==> src/rtl/cla_nibble_sequencer_if.sv <==
// Handshake, operand/result and CLA-pin bundle for cla_nibble_sequencer.
// The sequencer takes the slave side; whatever drives operands, consumes
// results and hosts the 4-bit CLA takes the master side.
interface cla_nibble_sequencer_if #(
    parameter int WIDTH = 16
);
    logic             in_valid;
    logic             in_ready;
    logic [WIDTH-1:0] op_a;
    logic [WIDTH-1:0] op_b;
    logic             op_cin;
    logic             op_sub;

    logic [3:0]       cla_a;
    logic [3:0]       cla_b;
    logic             cla_cin;
    logic [3:0]       cla_s;
    logic             cla_cout;

    logic             out_valid;
    logic             out_ready;
    logic [WIDTH-1:0] sum;
    logic             carry_out;
    logic             overflow;
    logic             busy;

    modport slave (
        input  in_valid, op_a, op_b, op_cin, op_sub,
        input  cla_s, cla_cout,
        input  out_ready,
        output in_ready,
        output cla_a, cla_b, cla_cin,
        output out_valid, sum, carry_out, overflow, busy
    );

    modport master (
        output in_valid, op_a, op_b, op_cin, op_sub,
        output cla_s, cla_cout,
        output out_ready,
        input  in_ready,
        input  cla_a, cla_b, cla_cin,
        input  out_valid, sum, carry_out, overflow, busy
    );
endinterface

==> src/rtl/cla_nibble_sequencer.sv <==
// Wide add/subtract built around an external combinational 4-bit CLA.
// Operands are accepted on a valid/ready handshake, fed to the CLA one
// nibble per cycle (LSB first) with the carry chained through a register,
// and the reassembled result is offered on an output valid/ready handshake.
// WIDTH must be a multiple of 4 and at least 8.
module cla_nibble_sequencer #(
    parameter int WIDTH = 16
) (
    input  logic                    wb_clk_i,
    input  logic                    wb_rst_n,
    cla_nibble_sequencer_if.slave   bus
);
    localparam int NIB = WIDTH / 4;
    localparam int IW  = $clog2(NIB);

    typedef enum logic [1:0] {
        S_IDLE,
        S_RUN,
        S_DONE
    } state_t;

    state_t            state_q;
    logic [IW-1:0]     idx_q;
    logic              carry_q;
    logic [WIDTH-1:0]  a_q;
    logic [WIDTH-1:0]  b_q;
    logic              a_msb_q;
    logic              b_msb_q;
    logic [WIDTH-5:0]  acc_q;
    logic [WIDTH-1:0]  sum_q;
    logic              carry_out_q;
    logic              overflow_q;
    logic              in_ready_q;
    logic              out_valid_q;
    logic              busy_q;

    logic [WIDTH-1:0]  b_eff_d;
    logic [WIDTH-1:0]  sum_d;
    logic              overflow_d;

    // Effective B: inverted for subtract (A + ~B + 1).
    assign b_eff_d    = bus.op_sub ? ~bus.op_b : bus.op_b;
    // Full result as it stands once the current nibble is appended at the top.
    assign sum_d      = {bus.cla_s, acc_q};
    assign overflow_d = (a_msb_q == b_msb_q) & (bus.cla_s[3] != a_msb_q);

    // Sequencer FSM: accept, nibble-serial run through the CLA, hold result.
    // Operand registers shift right one nibble per RUN cycle so the CLA pins
    // come straight from the low nibble and fall to zero once the last nibble
    // is consumed; the operand sign bits are kept aside for overflow.
    always_ff @(posedge wb_clk_i or negedge wb_rst_n) begin
        if (!wb_rst_n) begin
            state_q     <= S_IDLE;
            idx_q       <= '0;
            carry_q     <= 1'b0;
            a_q         <= '0;
            b_q         <= '0;
            a_msb_q     <= 1'b0;
            b_msb_q     <= 1'b0;
            acc_q       <= '0;
            sum_q       <= '0;
            carry_out_q <= 1'b0;
            overflow_q  <= 1'b0;
            in_ready_q  <= 1'b1;
            out_valid_q <= 1'b0;
            busy_q      <= 1'b0;
        end else begin
            case (state_q)
                S_IDLE: begin
                    if (bus.in_valid) begin
                        a_q        <= bus.op_a;
                        b_q        <= b_eff_d;
                        a_msb_q    <= bus.op_a[WIDTH-1];
                        b_msb_q    <= b_eff_d[WIDTH-1];
                        carry_q    <= bus.op_sub ? 1'b1 : bus.op_cin;
                        idx_q      <= '0;
                        state_q    <= S_RUN;
                        in_ready_q <= 1'b0;
                        busy_q     <= 1'b1;
                    end
                end
                S_RUN: begin
                    a_q   <= a_q >> 4;
                    b_q   <= b_q >> 4;
                    acc_q <= sum_d[WIDTH-1:4];
                    if (idx_q == IW'(NIB - 1)) begin
                        idx_q       <= '0;
                        carry_q     <= 1'b0;
                        sum_q       <= sum_d;
                        carry_out_q <= bus.cla_cout;
                        overflow_q  <= overflow_d;
                        out_valid_q <= 1'b1;
                        state_q     <= S_DONE;
                    end else begin
                        idx_q   <= idx_q + 1'b1;
                        carry_q <= bus.cla_cout;
                    end
                end
                S_DONE: begin
                    if (bus.out_ready) begin
                        out_valid_q <= 1'b0;
                        busy_q      <= 1'b0;
                        in_ready_q  <= 1'b1;
                        state_q     <= S_IDLE;
                    end
                end
                default: begin
                    state_q <= S_IDLE;
                end
            endcase
        end
    end

    assign bus.in_ready  = in_ready_q;
    assign bus.cla_a     = a_q[3:0];
    assign bus.cla_b     = b_q[3:0];
    assign bus.cla_cin   = carry_q;
    assign bus.out_valid = out_valid_q;
    assign bus.sum       = sum_q;
    assign bus.carry_out = carry_out_q;
    assign bus.overflow  = overflow_q;
    assign bus.busy      = busy_q;
endmodule

==> src/flat_wrapper.sv <==
// flat-port wrapper written by rule: the top's interface ports become plain ports
module cla_nibble_sequencer_flat 
#(
    parameter int WIDTH = 16
)
  (wb_clk_i, wb_rst_n, bus_in_valid, bus_op_a, bus_op_b, bus_op_cin, bus_op_sub, bus_cla_s, bus_cla_cout, bus_out_ready, bus_in_ready, bus_cla_a, bus_cla_b, bus_cla_cin, bus_out_valid, bus_sum, bus_carry_out, bus_overflow, bus_busy);
  cla_nibble_sequencer_if #(.WIDTH(WIDTH)) bus_i ();
  input  logic wb_clk_i;
  input  logic wb_rst_n;
  input wire logic [$bits(bus_i.in_valid)-1:0] bus_in_valid;
  input wire logic [$bits(bus_i.op_a)-1:0] bus_op_a;
  input wire logic [$bits(bus_i.op_b)-1:0] bus_op_b;
  input wire logic [$bits(bus_i.op_cin)-1:0] bus_op_cin;
  input wire logic [$bits(bus_i.op_sub)-1:0] bus_op_sub;
  input wire logic [$bits(bus_i.cla_s)-1:0] bus_cla_s;
  input wire logic [$bits(bus_i.cla_cout)-1:0] bus_cla_cout;
  input wire logic [$bits(bus_i.out_ready)-1:0] bus_out_ready;
  output wire logic [$bits(bus_i.in_ready)-1:0] bus_in_ready;
  output wire logic [$bits(bus_i.cla_a)-1:0] bus_cla_a;
  output wire logic [$bits(bus_i.cla_b)-1:0] bus_cla_b;
  output wire logic [$bits(bus_i.cla_cin)-1:0] bus_cla_cin;
  output wire logic [$bits(bus_i.out_valid)-1:0] bus_out_valid;
  output wire logic [$bits(bus_i.sum)-1:0] bus_sum;
  output wire logic [$bits(bus_i.carry_out)-1:0] bus_carry_out;
  output wire logic [$bits(bus_i.overflow)-1:0] bus_overflow;
  output wire logic [$bits(bus_i.busy)-1:0] bus_busy;
  assign bus_i.in_valid = bus_in_valid;
  assign bus_i.op_a = bus_op_a;
  assign bus_i.op_b = bus_op_b;
  assign bus_i.op_cin = bus_op_cin;
  assign bus_i.op_sub = bus_op_sub;
  assign bus_i.cla_s = bus_cla_s;
  assign bus_i.cla_cout = bus_cla_cout;
  assign bus_i.out_ready = bus_out_ready;
  assign bus_in_ready = bus_i.in_ready;
  assign bus_cla_a = bus_i.cla_a;
  assign bus_cla_b = bus_i.cla_b;
  assign bus_cla_cin = bus_i.cla_cin;
  assign bus_out_valid = bus_i.out_valid;
  assign bus_sum = bus_i.sum;
  assign bus_carry_out = bus_i.carry_out;
  assign bus_overflow = bus_i.overflow;
  assign bus_busy = bus_i.busy;
  cla_nibble_sequencer #(.WIDTH(WIDTH)) u_core (.wb_clk_i(wb_clk_i), .wb_rst_n(wb_rst_n), .bus(bus_i));
endmodule
==> config.mk <==
export PLATFORM = sky130hd
export DESIGN_NAME = cla_nibble_sequencer_flat
export DESIGN_NICKNAME = d
export VERILOG_FILES = /design/src/rtl/cla_nibble_sequencer_if.sv /design/src/rtl/cla_nibble_sequencer.sv /design/src/flat_wrapper.sv
export SDC_FILE = /design/constraint.sdc
export NUM_CORES = 1
export LEC_CHECK = 0
export CAP_MARGIN = 5
export CORE_MARGIN = 2
export CORE_UTILIZATION = 56
export CTS_BUF_LIST = sky130_fd_sc_hd__clkbuf_2
export DETAILED_ROUTE_END_ITERATION = 8
export GPL_TIMING_DRIVEN = 0
export MAX_ROUTING_LAYER = met4
export PLACE_DENSITY_LB_ADDON = 0.2
export SYNTH_ARGS = -nofsm -noshare
export SYNTH_HDL_FRONTEND = slang
export SYNTH_SLANG_ARGS = --single-unit
==> constraint.sdc <==
create_clock -name wb_clk_i -period 2.3 [get_ports wb_clk_i]
set_input_delay 0.345 -clock wb_clk_i [delete_from_list [all_inputs] [get_ports wb_clk_i]]
set_output_delay 0.345 -clock wb_clk_i [all_outputs]
set_load 0.005 [all_outputs]
==> impl_metrics.csv <==
group,metric,value,unit
outcome,status,"completed",
floorplanning,rows,27,
critical_path,slowest_delay,0.57,ns
route,drt-total-wl,6630,µm
place,port_buffers,71,
power_and_ir_drop,power_switching,1.79,mW
grt,antenna_found_initial,0,
route,vias_per_cell,5.45,
clock_tree,cts_setup_buffers,0,
grt,grt.total_usage,23.6,%
sta,slew_viol_final,0,
power_and_ir_drop,seqPwrFrac,43.8,%
clock_tree,clk_latency,0.47,ns
logic_synthesis,synth-seq-cells,72,
sta,period_share,82.1,%
sta,tightest_slew,0.882,ns
clock_tree,clkTransAtPathRegs,0.16,ns
final_layout,antenna_cells,0,
sta,period_needed,1.89,ns
critical_path,critPathRequiredTime,1.96,ns
critical_path,critPathLaunchType,"flop",
sta,final_hold_viol_count,0,
clock_tree,cts_buffer_depth,2,
final_layout,final_core_util,74.0,%
route,route.detailed.drc,0,
hold_path,hold_path.class,"primary input to flop",
logic_synthesis,ys_types,33,
floorplanning,die-height,80.2,µm
logic_synthesis,synth_nets,337,
logic_synthesis,ys_seq_area_share,55.4,%
logic_synthesis,synth_edf_count,0,
job,maxCapViolations,0,
route,drt_iter0_drc,155,
power_and_ir_drop,p_leak,1.90,nW
final_layout,fillCellCount,403,
sta,relSlewSlack,41.2,%
sta,skew,0.0120,ns
logic_synthesis,netlist_area,0.00325,mm²
clock_tree,root_buffer,"clkbuf_2",
sta,fmax,529,MHz
floorplanning,die_width,80.2,µm
floorplanning,boundaryPins,73,
logic_synthesis,synth_area_per_cell,11.1,µm²
power_and_ir_drop,p_clk_share,10.2,%
clock_tree,h-tree-depth,3,
grt,grt_pass1_vias,2329,
power_and_ir_drop,vdd_drop_max,0.616,mV
power_and_ir_drop,p_comb_share,45.9,%
grt,overflow,0,
route,final_antenna_net_count,0,
power_and_ir_drop,p_int,3.24,mW
power_and_ir_drop,power_density,1220,mW/mm²
critical_path,cp_max_fo,3,
floorplanning,dieArea,0.00643,mm²
power_and_ir_drop,netSwitchingFraction,35.5,%
place,post_dp_cell_area,0.00405,mm²
route,via_count,2446,
route,wl_per_cell,14.8,µm
critical_path,crit_type,"flop to output port",
critical_path,crit_arrival,1.54,ns
clock_tree,cts_buffers,9,
critical_path,cp_slowest_cell,"dfstp_2",
route,firstDrtPassIters,4,
logic_synthesis,ys.warnings.count,0,
critical_path,crit_buf_inv,1,
critical_path,cp_top_family,"flip-flops",
final_layout,area_growth_syn_to_layout,26.8,%
final_layout,drive_above_1_share,15.1,%
place,gp_congestion,0.854,
final_layout,postLayoutCellArea,0.00412,mm²
sta,setup_viol_count_final,0,
logic_synthesis,async_flop_share,100,%
final_layout,final_nets,420,
grt,grt_max_degree,73,
floorplanning,core,0.00557,mm²
critical_path,path_cells,"clkdlybuf4s50_1",
clock_tree,clock-sinks,72,
grt,grt_pass1_wl,11200,µm
sta,grt_setup_unrepaired,"false",
place,hpwlAfterDp,4780,µm
logic_synthesis,netlist_instances,292,
clock_tree,cts_tree,"built",
floorplanning,initial_core_util,58.3,%
sta,hold_slack,0.387,ns
logic_synthesis,ys.flop_type,"dfrtp_1",
critical_path,crit_path_end_kind,"output port",
-- flip-flops by register name (all words and copies together), names as in the netlist, 2 cells and up --
name	count
u_core.a_q	16
u_core.acc_q	12
u_core.b_q	16
u_core.bus.sum	16
u_core.state_q	2
u_core.idx_q	2
-- power by group through the flow --
stage	Combinational (mW)	Sequential, mW	Clock [mW]
global route	2.58	2.28	0.585
detailed placement	2.33	2.24	0
CTS	2.34	2.21	0.525
global placement	2.26	2.22	0
floorplan	1.46	2.15	0
finish	2.31	2.21	0.514
-- layout by cell type, fill, tap and decap left out, drive strengths merged --
cell type / count
nor2: 17
nor3: 1
nand2: 54
a21oi: 5
buf: 25
nor3b: 1
a22oi: 24
a221o: 13
nand2b: 1
nand3: 8
clkdlybuf4s50: 70
xor2: 1
nand3b: 1
xnor2: 15
a22o: 1
nor2b: 2
dlygate4sd3: 1
inv: 4
clkbuf: 14
mux2: 18
clkinv: 3
and3b: 1
or3b: 1
o31ai: 1
ha: 2
dfrtp: 71
dfstp: 1
o21ai: 21
-- cell type report --
class | count | area [µm²] | area share, %
Tap cell | 72 | 90.1 | 2.19
Multi-Input combinational cell | 188 | 1230 | 29.9
Timing Repair Buffer | 72 | 718 | 17.4
Sequential cell | 72 | 1800 | 43.7
Clock buffer | 10 | 50.0 | 1.21
Inverter | 4 | 15.0 | 0.364
Clock inverter | 3 | 12.5 | 0.303
Buffer | 28 | 200 | 4.86
-- synthesized netlist by cell type (2+ instances only) --
| master | count | area share, % |
|---|---|---|
| buf_4 | 10 | 2.3 |
| o21ai_0 | 17 | 2.6 |
| nor2_1 | 16 | 1.8 |
| dfrtp_1 | 71 | 55 |
| buf_2 | 7 | 1.1 |
| buf_6 | 5 | 1.7 |
| a21oi_1 | 5 | 0.77 |
| clkbuf_1 | 4 | 0.46 |
| nand2_1 | 54 | 6.2 |
| mux2_4 | 8 | 3.7 |
| nand3_1 | 8 | 1.2 |
| o21ai_1 | 4 | 0.62 |
| a221o_1 | 13 | 4.0 |
| ha_1 | 2 | 0.77 |
| mux2_2 | 10 | 3.5 |
| a22oi_1 | 24 | 5.5 |
| xnor2_1 | 15 | 4.0 |
| inv_1 | 4 | 0.46 |
-- cell families after synthesis --
group	count (synthesis)	synth area share, %
muxes	18	7.16
buffers and inverters	32	6.62
xor gates and xnor gates	16	4.31
DFF	72	55.4
AOI/OAI and AO/OA	65	14.0
and+or+nand+nor	87	11.7
adders and majority gates	2	0.769
-- layer usage --
| layer | routed length (µm) | track usage [%] |
|---|---|---|
| met1 | 2980 | 31.0 |
| met2 | 3320 | 37.0 |
| met5 | 0 | - |
| met4 | 46 | 9.32 |
| met3 | 275 | 3.82 |
-- worst paths after layout --
path                       cells past startpoint  slack, ns                             to                       startpoint
min in group asynchronous                      2       0.49  u_core.bus.sum[5]$_DFFE_PN0P_                         wb_rst_n
max reg2reg                                    5       0.74      u_core.a_q[3]$_DFFE_PN0P_    u_core.state_q[1]$_DFFE_PN0P_
max in group asynchronous                      2       1.22  u_core.bus.sum[9]$_DFFE_PN0P_                         wb_rst_n
min reg2reg                                    2       0.50    u_core.acc_q[0]$_DFFE_PN0P_      u_core.acc_q[0]$_DFFE_PN0P_
min                                            3       0.39     u_core.a_q[13]$_DFFE_PN0P_                     bus_op_a[13]
max                                            1       0.41                   bus_in_ready  u_core.bus.in_ready$_DFFE_PN1P_
-- through the flow --
step | TNS, ns | setup WS (ns) | total power, mW | cells
global route | 0 | 0.320 | 5.44 | 449
floorplan | 0 | 0.903 | 3.62 | 292
detailed placement | 0 | 0.268 | 4.57 | 435
finish | 0 | 0.411 | 5.03 | 449
global placement | -105.32 | -1.48 | 4.48 | 435
CTS | 0 | 0.369 | 5.07 | 449
-- repair_timing --
item,4_1_cts,5_1_grt
gates resized for setup,0,0
hold buffers,1,0
hold endpoints to repair,63,0
(Power assumes the default switching activity.)
==> RTL edit: new RTL, same settings <==
`WIDTH` is set to 16 in 3 places; all go to 32.
--- a/src/rtl/cla_nibble_sequencer_if.sv
+++ b/src/rtl/cla_nibble_sequencer_if.sv
@@ -2,7 +2,7 @@
 // The sequencer takes the slave side; whatever drives operands, consumes
 // results and hosts the 4-bit CLA takes the master side.
 interface cla_nibble_sequencer_if #(
-    parameter int WIDTH = 16
+    parameter int WIDTH = 32
 );
     logic             in_valid;
     logic             in_ready;
--- a/src/rtl/cla_nibble_sequencer.sv
+++ b/src/rtl/cla_nibble_sequencer.sv
@@ -4,7 +4,7 @@
 // and the reassembled result is offered on an output valid/ready handshake.
 // WIDTH must be a multiple of 4 and at least 8.
 module cla_nibble_sequencer #(
-    parameter int WIDTH = 16
+    parameter int WIDTH = 32
 ) (
     input  logic                    wb_clk_i,
     input  logic                    wb_rst_n,
--- a/src/flat_wrapper.sv
+++ b/src/flat_wrapper.sv
@@ -1,7 +1,7 @@
 // flat-port wrapper written by rule: the top's interface ports become plain ports
 module cla_nibble_sequencer_flat 
 #(
-    parameter int WIDTH = 16
+    parameter int WIDTH = 32
 )
   (wb_clk_i, wb_rst_n, bus_in_valid, bus_op_a, bus_op_b, bus_op_cin, bus_op_sub, bus_cla_s, bus_cla_cout, bus_out_ready, bus_in_ready, bus_cla_a, bus_cla_b, bus_cla_cin, bus_out_valid, bus_sum, bus_carry_out, bus_overflow, bus_busy);
   cla_nibble_sequencer_if #(.WIDTH(WIDTH)) bus_i ();
Ports: changed (resized bus_op_a, bus_op_b and bus_sum); port bits go from 73 to 121. The function was not compared with the original's and may differ.
==> RTL edit against the unedited design <==
  * Worst setup slack got worse by 210 ps
  * Clock power rose to 2.7 times the old value
  * Wire length rose by 95%
  * Total power rose by 81%
  * Sequential power rose by 85%
  * Sequential cell count rose by 65
  * Cell area rose by 87%
  * Count of clock-buffer cells in the layout rose by 8
  * Critical path depth did not move
  * Synthesized area rose by 87%
  * Critical path type unchanged
==> RTL edit: results <==
set metrics [dict create \
    place_hpwl_um 9610 \
    hold_class "input pin to flip-flop" \
    numCtsBuffers 17 \
    routed-wl-met2_um 6470 \
    synth_flop_cell "dfrtp_1" \
    grtUsageMet3 0.0500 \
    highest_layer "met4" \
    post-place-ws_ps 134 \
    routed_wirelength_um 12900 \
    fin_skew_ps 36.3 \
    cp_max_fo 3 \
    post_cts_buffers 0 \
    ctsHtreeMaxLevel 4 \
    worstPathArrival_ps 1760 \
    ys_types 30 \
    drt_iter0_markers 278 \
    globalRouteMet2Util 0.395 \
    yosys-top-cells-count "dfrtp_1 (136), nand2_1 (133), mux2_2 (34)" \
    synth_fp_nets 647 \
    yosys_warnings 0 \
    grt_max_degree 74 \
    met1_usage 0.306 \
    p_int_mw 5.90 \
    slew_headroom 0.593 \
    antenna_found_initial 0 \
    cpLargestDelayFamily "flip-flops" \
    dr_wl_met3_um 675 \
    wl_met1_um 5520 \
    outcome "completed" \
    numPortBuffers 119 \
    gp_congestion 0.828 \
    synth-seq-area-share 0.565 \
    vdd_ir_drop_max_mv 0.507 \
    p_leak_nw 3.61 \
    n_fill_cell 772 \
    clk_latency_ps 670 \
    cpPeakStageDelay_ps 590 \
    antenna_cells 0 \
    cts.path.max_buffers 2 \
    cp_slowest_cell "dfstp_2" \
    async_reset_ff_frac 1.00 \
    nets 787 \
    track_usage 0.242 \
    vias 4620 \
    grt_pass1_wl_um 21300 \
    layout-drive-gt1-share 0.159 \
    synthTopCellsByArea "dfrtp_1 (56%), nand2_1 (8.2%), mux2_2 (6.3%)" \
    root_buffer "clkbuf_2" \
    clk_pin_slew_ps 190 \
]
## RTL edit: changes by cell type in the layout (fill, tap and decap cells not counted), sizes merged, moves of 5 or more
cell	unedited run	this run
a21oi	5	33
a221o	13	29
a22oi	24	0
and3b	1	29
buf	25	36
clkbuf	14	35
clkdlybuf4s50	70	118
clkinvlp	0	5
dfrtp	71	136
mux2	18	34
nand2	54	133
nor2	17	32
o21ai	21	34
xnor2	15	31
## RTL edit: final timing paths
path	cells past startpoint	from	endpoint	slack, ps
worst max-delay path	1	u_core.bus.in_ready$_DFFE_PN1P_	bus_in_ready	200
min in group asynchronous	2	wb_rst_n	u_core.a_q[2]$_DFFE_PN0P_	200
worst min register to register	1	u_core.b_q[22]$_DFFE_PN0P_	u_core.b_q[18]$_DFFE_PN0P_	500
worst max register to register	5	u_core.idx_q[0]$_DFFE_PN0P_	u_core.bus.sum[18]$_DFFE_PN0P_	420
worst min-delay path	4	bus_op_sub	u_core.b_q[0]$_DFFE_PN0P_	180
max in group asynchronous	3	wb_rst_n	u_core.bus.sum[25]$_DFFE_PN0P_	1370
## RTL edit: final cells by class
| cell class | instances | area [µm²] | share of cell area |
|---|---|---|---|
| plain buffers | 51 | 284 | 0.0369 |
| multi-input cells | 379 | 2340 | 0.304 |
| well taps | 136 | 170 | 0.0221 |
| repair buffers | 121 | 1230 | 0.160 |
| inverters | 2 | 7.51 | 0.000974 |
| clock buffers | 18 | 90.1 | 0.0117 |
| clock inverters | 14 | 150 | 0.0195 |
| flip-flops and latches | 137 | 3430 | 0.445 |
## RTL edit: kinds of logic after synthesis
kind of cell / share of synthesized area
AND/OR/NAND/NOR: 0.161
flip-flops: 0.565
AO/OA/AOI/OAI: 0.110
buffers and inverters: 0.0481
multiplexers: 0.0631
XOR/XNOR: 0.0462
adder cells (fa/ha/maj): 0.00619
## RTL edit: power by group through the flow
stage	logic (mW)	clock network, mW	registers (mW)
floorplan	2.20	0	3.96
detailed placement	3.66	0	4.14
global placement	3.49	0	4.08
finish	3.63	1.40	4.09
global route	4.04	1.53	4.21
CTS	3.67	1.41	4.08
## RTL edit: metrics by stage
stage | cell area (µm²) | std cells
5_1_grt | 7710 | 858
6_report | 7710 | 858
3_3_place_gp | 7430 | 824
3_5_place_dp | 7460 | 825
4_1_cts | 7710 | 858
2_1_floorplan | 6070 | 569
## RTL edit: timing repair
item / CTS / global route
hold buffers: 1 / 0
gates resized for setup: 0 / 0
hold endpoints to repair: 63 / 0
## RTL edit: worst reg2reg max path, stage by stage, from the launching register on
cell      delay (ps)
dfrtp_1          430
ha_1             220
ha_1             230
nand3b_2         230
buf_2            300
mux2_2           370
